### src/rtl/logisim_tick_controller.sv
// Run/halt/single-step sequencer with a reloadable period down-counter.
// Optional ticks-emitted counter on TickCount when TICK_COUNTER_EN is defined.
module logisim_tick_controller #(
    parameter int NrOfBits      = 16,
    parameter int DefaultReload = 1000
) (
    input  logic                FPGAClock,
    input  logic                FPGAReset_n,
    input  logic                Run,
    input  logic                StepReq,
    input  logic                ReloadLoad,
    input  logic [NrOfBits-1:0] ReloadValue,
    input  logic                ClearCount,
    output logic                FPGATick,
    output logic                Running,
    output logic                StepDone,
    output logic [31:0]         TickCount
);

    typedef enum logic [1:0] {
        HALT = 2'd0,
        RUN  = 2'd1,
        STEP = 2'd2
    } state_t;

    localparam logic [NrOfBits-1:0] ONE = NrOfBits'(1);
    localparam logic [NrOfBits-1:0] DEF_TRUNC = NrOfBits'(DefaultReload);
    localparam logic [NrOfBits-1:0] DEF_PERIOD =
        (DEF_TRUNC == '0) ? ONE : DEF_TRUNC;

    state_t              state, state_next;
    logic [NrOfBits-1:0] count, count_next;
    logic [NrOfBits-1:0] period, period_next;
    logic [NrOfBits-1:0] pend_val, pend_val_next;
    logic                pend, pend_next;
    logic                tick_next, done_next;
    logic                at_zero;
    logic [NrOfBits-1:0] load_eff;

    assign at_zero  = (count == '0);
    assign load_eff = (ReloadValue == '0) ? ONE : ReloadValue;

    always_comb begin
        state_next    = state;
        count_next    = count;
        period_next   = period;
        pend_val_next = pend_val;
        pend_next     = pend;
        tick_next     = 1'b0;
        done_next     = 1'b0;

        unique case (state)
            HALT: begin
                count_next = '0;
                if (pend) begin
                    period_next = pend_val;
                    pend_next   = 1'b0;
                end
                if (Run) begin
                    state_next = RUN;
                end else if (StepReq) begin
                    state_next = STEP;
                end
            end
            RUN, STEP: begin
                tick_next = at_zero;
                done_next = (state == STEP) && at_zero;
                if (at_zero) begin
                    // a pending period only takes effect on a boundary
                    if (pend) begin
                        period_next = pend_val;
                        pend_next   = 1'b0;
                        count_next  = pend_val - ONE;
                    end else begin
                        count_next = period - ONE;
                    end
                end else begin
                    count_next = count - ONE;
                end
                if (state == STEP) begin
                    state_next = Run ? RUN : HALT;
                end else if (!Run) begin
                    state_next = HALT;
                end
                if (state_next == HALT) begin
                    count_next = '0;
                end
            end
            default: begin
                state_next = HALT;
                count_next = '0;
            end
        endcase

        // a fresh capture outranks an application in the same cycle
        if (ReloadLoad) begin
            pend_val_next = load_eff;
            pend_next     = 1'b1;
        end
    end

    always_ff @(posedge FPGAClock or negedge FPGAReset_n) begin
        if (!FPGAReset_n) begin
            state    <= HALT;
            count    <= '0;
            period   <= DEF_PERIOD;
            pend_val <= DEF_PERIOD;
            pend     <= 1'b0;
            FPGATick <= 1'b0;
            StepDone <= 1'b0;
            Running  <= 1'b0;
        end else begin
            state    <= state_next;
            count    <= count_next;
            period   <= period_next;
            pend_val <= pend_val_next;
            pend     <= pend_next;
            FPGATick <= tick_next;
            StepDone <= done_next;
            Running  <= (state_next == RUN);
        end
    end

`ifdef TICK_COUNTER_EN
    logic [31:0] tick_cnt;

    always_ff @(posedge FPGAClock or negedge FPGAReset_n) begin
        if (!FPGAReset_n) begin
            tick_cnt <= '0;
        end else if (ClearCount) begin
            tick_cnt <= '0;
        end else if (FPGATick) begin
            tick_cnt <= tick_cnt + 32'd1;
        end
    end

    assign TickCount = tick_cnt;
`else
    logic unused_clear;

    assign unused_clear = ClearCount;
    assign TickCount    = '0;
`endif

endmodule

### config.mk
export PLATFORM = sky130hd
export DESIGN_NAME = logisim_tick_controller
export DESIGN_NICKNAME = d
export VERILOG_FILES = /design/src/rtl/logisim_tick_controller.sv
export SDC_FILE = /design/constraint.sdc
export NUM_CORES = 1
export LEC_CHECK = 0
export ABC_CLOCK_PERIOD_IN_PS = 6500
export CORE_UTILIZATION = 55
export DETAILED_ROUTE_END_ITERATION = 8
export PLACE_DENSITY = 0.83
export SYNTH_ARGS = -nofsm -noshare
export SYNTH_HDL_FRONTEND = slang
export SYNTH_SLANG_ARGS = --single-unit
### constraint.sdc
create_clock -name FPGAClock -period 6.5 [get_ports FPGAClock]
set_input_delay 0.975 -clock FPGAClock [delete_from_list [all_inputs] [get_ports FPGAClock]]
set_output_delay 0.975 -clock FPGAClock [all_outputs]
set_load 0.05 [all_outputs]
==> reports/metrics.cfg <==
[synth]
yosys_warnings = 0
synth_flop_cell = dfrtp_1
post_synth_num_cell_types = 47
syn_area_mm2 = 0.00312
syn_area_per_cell_um2 = 10.6
syn_inst = 294
postSynth.asyncResetShare_pct = 100
synth_seq_cells = 54
synth_edf_count = 0
yosysSeqAreaShare_pct = 43.8

[routing]
vias = 2209
routedWlPerCell_um = 14.3
drt-pass1-iter-count = 4
wirelength_mm = 5.56
drc = 0
final_antenna_net_count = 0
avgViaCountPerCell = 5.68
drt_iter0_markers = 96

[final_layout]
layout-drive-gt1-share_pct = 23.3
n_antenna_cell = 0
final_cell_mix = 42 x dfrtp_1, 32 x mux2_2, 32 x conb_1, 23 x nor2_1, 22 x clkdlybuf4s50_1
syn_to_final_growth_pct = 8.38
final_cell_count_no_fill = 389
layout.nets = 342
final_common_cell = dfrtp_1

[floorplan]
io_pins = 57
die_w_um = 77.3
core_area_mm2 = 0.00547
row_count = 27
dieArea_mm2 = 0.00598
die_y_um = 77.3
start_util_pct = 57.0

[timing]
fmax_mhz = 295
maxSlewViolCount = 0
tns_ns = 0
max_slew.worst_pin.slew_ns = 1.22
hold_viol_final = 0
setup_viol = 0
rsz0062_at_grt = false
setup_ws_ns = 3.10
slew_headroom_pct = 18.8
period_needed_ns = 3.40
fin_skew_ns = 0.00731
finalCritPeriodShare_pct = 52.2

[worst_hold_path]
hold_class = reg2reg
holdPathStages = 1

[worst_setup_path]
worstSetupStartpointType = flop
critPathArrivalTime_ns = 3.55
critPathMaxFanout = 16
crit_slowest_cell = nor4_4
path_class = reg2reg
r2r_cells = 11
cp.required_ns = 6.65
crit_top_cell = a21oi_1
worstSetupEndpointType = flop
slowest_delay_ns = 0.70
crit_chain = or4_4, nor4_4, and2_1, a21oi_1, ha_1, inv_1, a211oi_1, buf_4, nand3_1, or4_1, a21oi_1

[clocking]
postCtsHoldBufs = 0
cts_buffers = 5
h-tree-depth = 2
post_cts_buffers = 0
clk_latency_ns = 0.32
clkTransAtPathRegs_ns = 0.10
clk_path_buf_depth = 2
cts-root-buf = clkbuf_8
cts_sinks = 54
cts_resized = 0
tritoncts = yes

[global_route]
grt_max_degree = 55
antenna_found_initial = 0
grt_usage_pct = 20.0
grt_pass1_wl_mm = 9.34
grt_overflow = 0
grt_pass1_vias = 1993

[placed_design]
place_congestion = 0.841
place_hpwl_mm = 4.09
placed_cells = 381
portBuffers = 23
pre_cts_ws_ns = 3.17

[run]
cap_viol_max_count = 0

[run_status]
status = complete, no violations

worst max-delay path, delay by kind of cell, from the launching register on:
family | cells | cell delay [ns]
and+or+nand+nor | 5 | 2.01
AOI/OAI and AO/OA | 3 | 0.23
buffers and inverters | 2 | 0.27
adders and majority gates | 1 | 0.25
DFF | 1 | 0.46
Yosys cell counts (4+ instances only):
cell type	number	area [um2]
dfrtp_1	42	1050
buf_4	32	240
mux2_2	32	360
nor2_1	23	86.3
a21oi_1	21	105
dfstp_2	12	315
nor3_1	12	60.1
mux2_4	10	150
nand2_1	9	33.8
nand3_1	9	45.0
nor4_1	8	50.1
clkbuf_1	7	26.3
inv_1	6	22.5
o21ai_0	6	30.0
xnor2_1	6	52.6
a31oi_1	5	31.3
mux2i_1	5	50.1
a211oi_1	4	30.0
ha_1	4	50.1
registers in the layout (all words and copies together) (netlist names):
| register | count |
|---|---|
| count | 16 |
| StepDone | 1 |
| Running | 1 |
| FPGATick | 1 |
| state | 2 |
| period | 16 |
| pend_val | 16 |
| pend | 1 |
metrics by stage:
step / hold slack (ns) / utilization, % / area [um2]
after detailed placement: 0.506 / 60.2 / 3290
after CTS: 0.521 / 61.8 / 3380
after floorplan: 0.466 / - / 3240
after global routing: 0.556 / 61.8 / 3380
after global placement: 0.492 / 60.2 / 3290
final: 0.524 / 61.8 / 3380
final timing paths:
path	start	to	slack, ns
worst max-delay path	count[3]$_DFF_PN0_	count[14]$_DFF_PN0_	3.10
worst min-delay path	count[0]$_DFF_PN0_	count[0]$_DFF_PN0_	0.52
worst max register to register	count[3]$_DFF_PN0_	count[14]$_DFF_PN0_	3.10
worst min register to register	count[0]$_DFF_PN0_	count[0]$_DFF_PN0_	0.52
max in group asynchronous	FPGAReset_n	pend_val[4]$_DFFE_PN0P_	5.32
min in group asynchronous	FPGAReset_n	count[0]$_DFF_PN0_	0.77
layout make-up:
class / count / area (um2)
multi-input combinational: 223 / 1570
clock inverter: 2 / 13.8
tap: 72 / 90.1
sequential: 54 / 1370
fill: 465 / 2090
timing repair buffer: 26 / 248
clock buffer: 6 / 72.6
inverter: 6 / 22.5
kinds of logic (layout without fill, tap and decap cells):
family,Yosys count,count (layout),share of synthesized area [%]
fa+ha+maj,4,4,1.60
compound gates,51,51,10.6
xor+xnor,6,6,1.68
simple gates,83,83,14.4
flops,54,54,43.8
buf+inv,48,40,9.91
other cells,1,32,0.120
mux,47,47,18.0
metal layers:
metal	vias up	GRT usage [%]	share of wire, %	routed length [um]
met5	-	0	0	0
met4	0	7.55	1.5	84
met3	8	4.64	4.6	255
met2	82	32.4	48	2690
met1	1066	26.0	46	2530
li1	1053	-	-	-
Power is not shown: default switching activity piles up to over one toggle a cycle in this logic, so the estimate is an artifact.
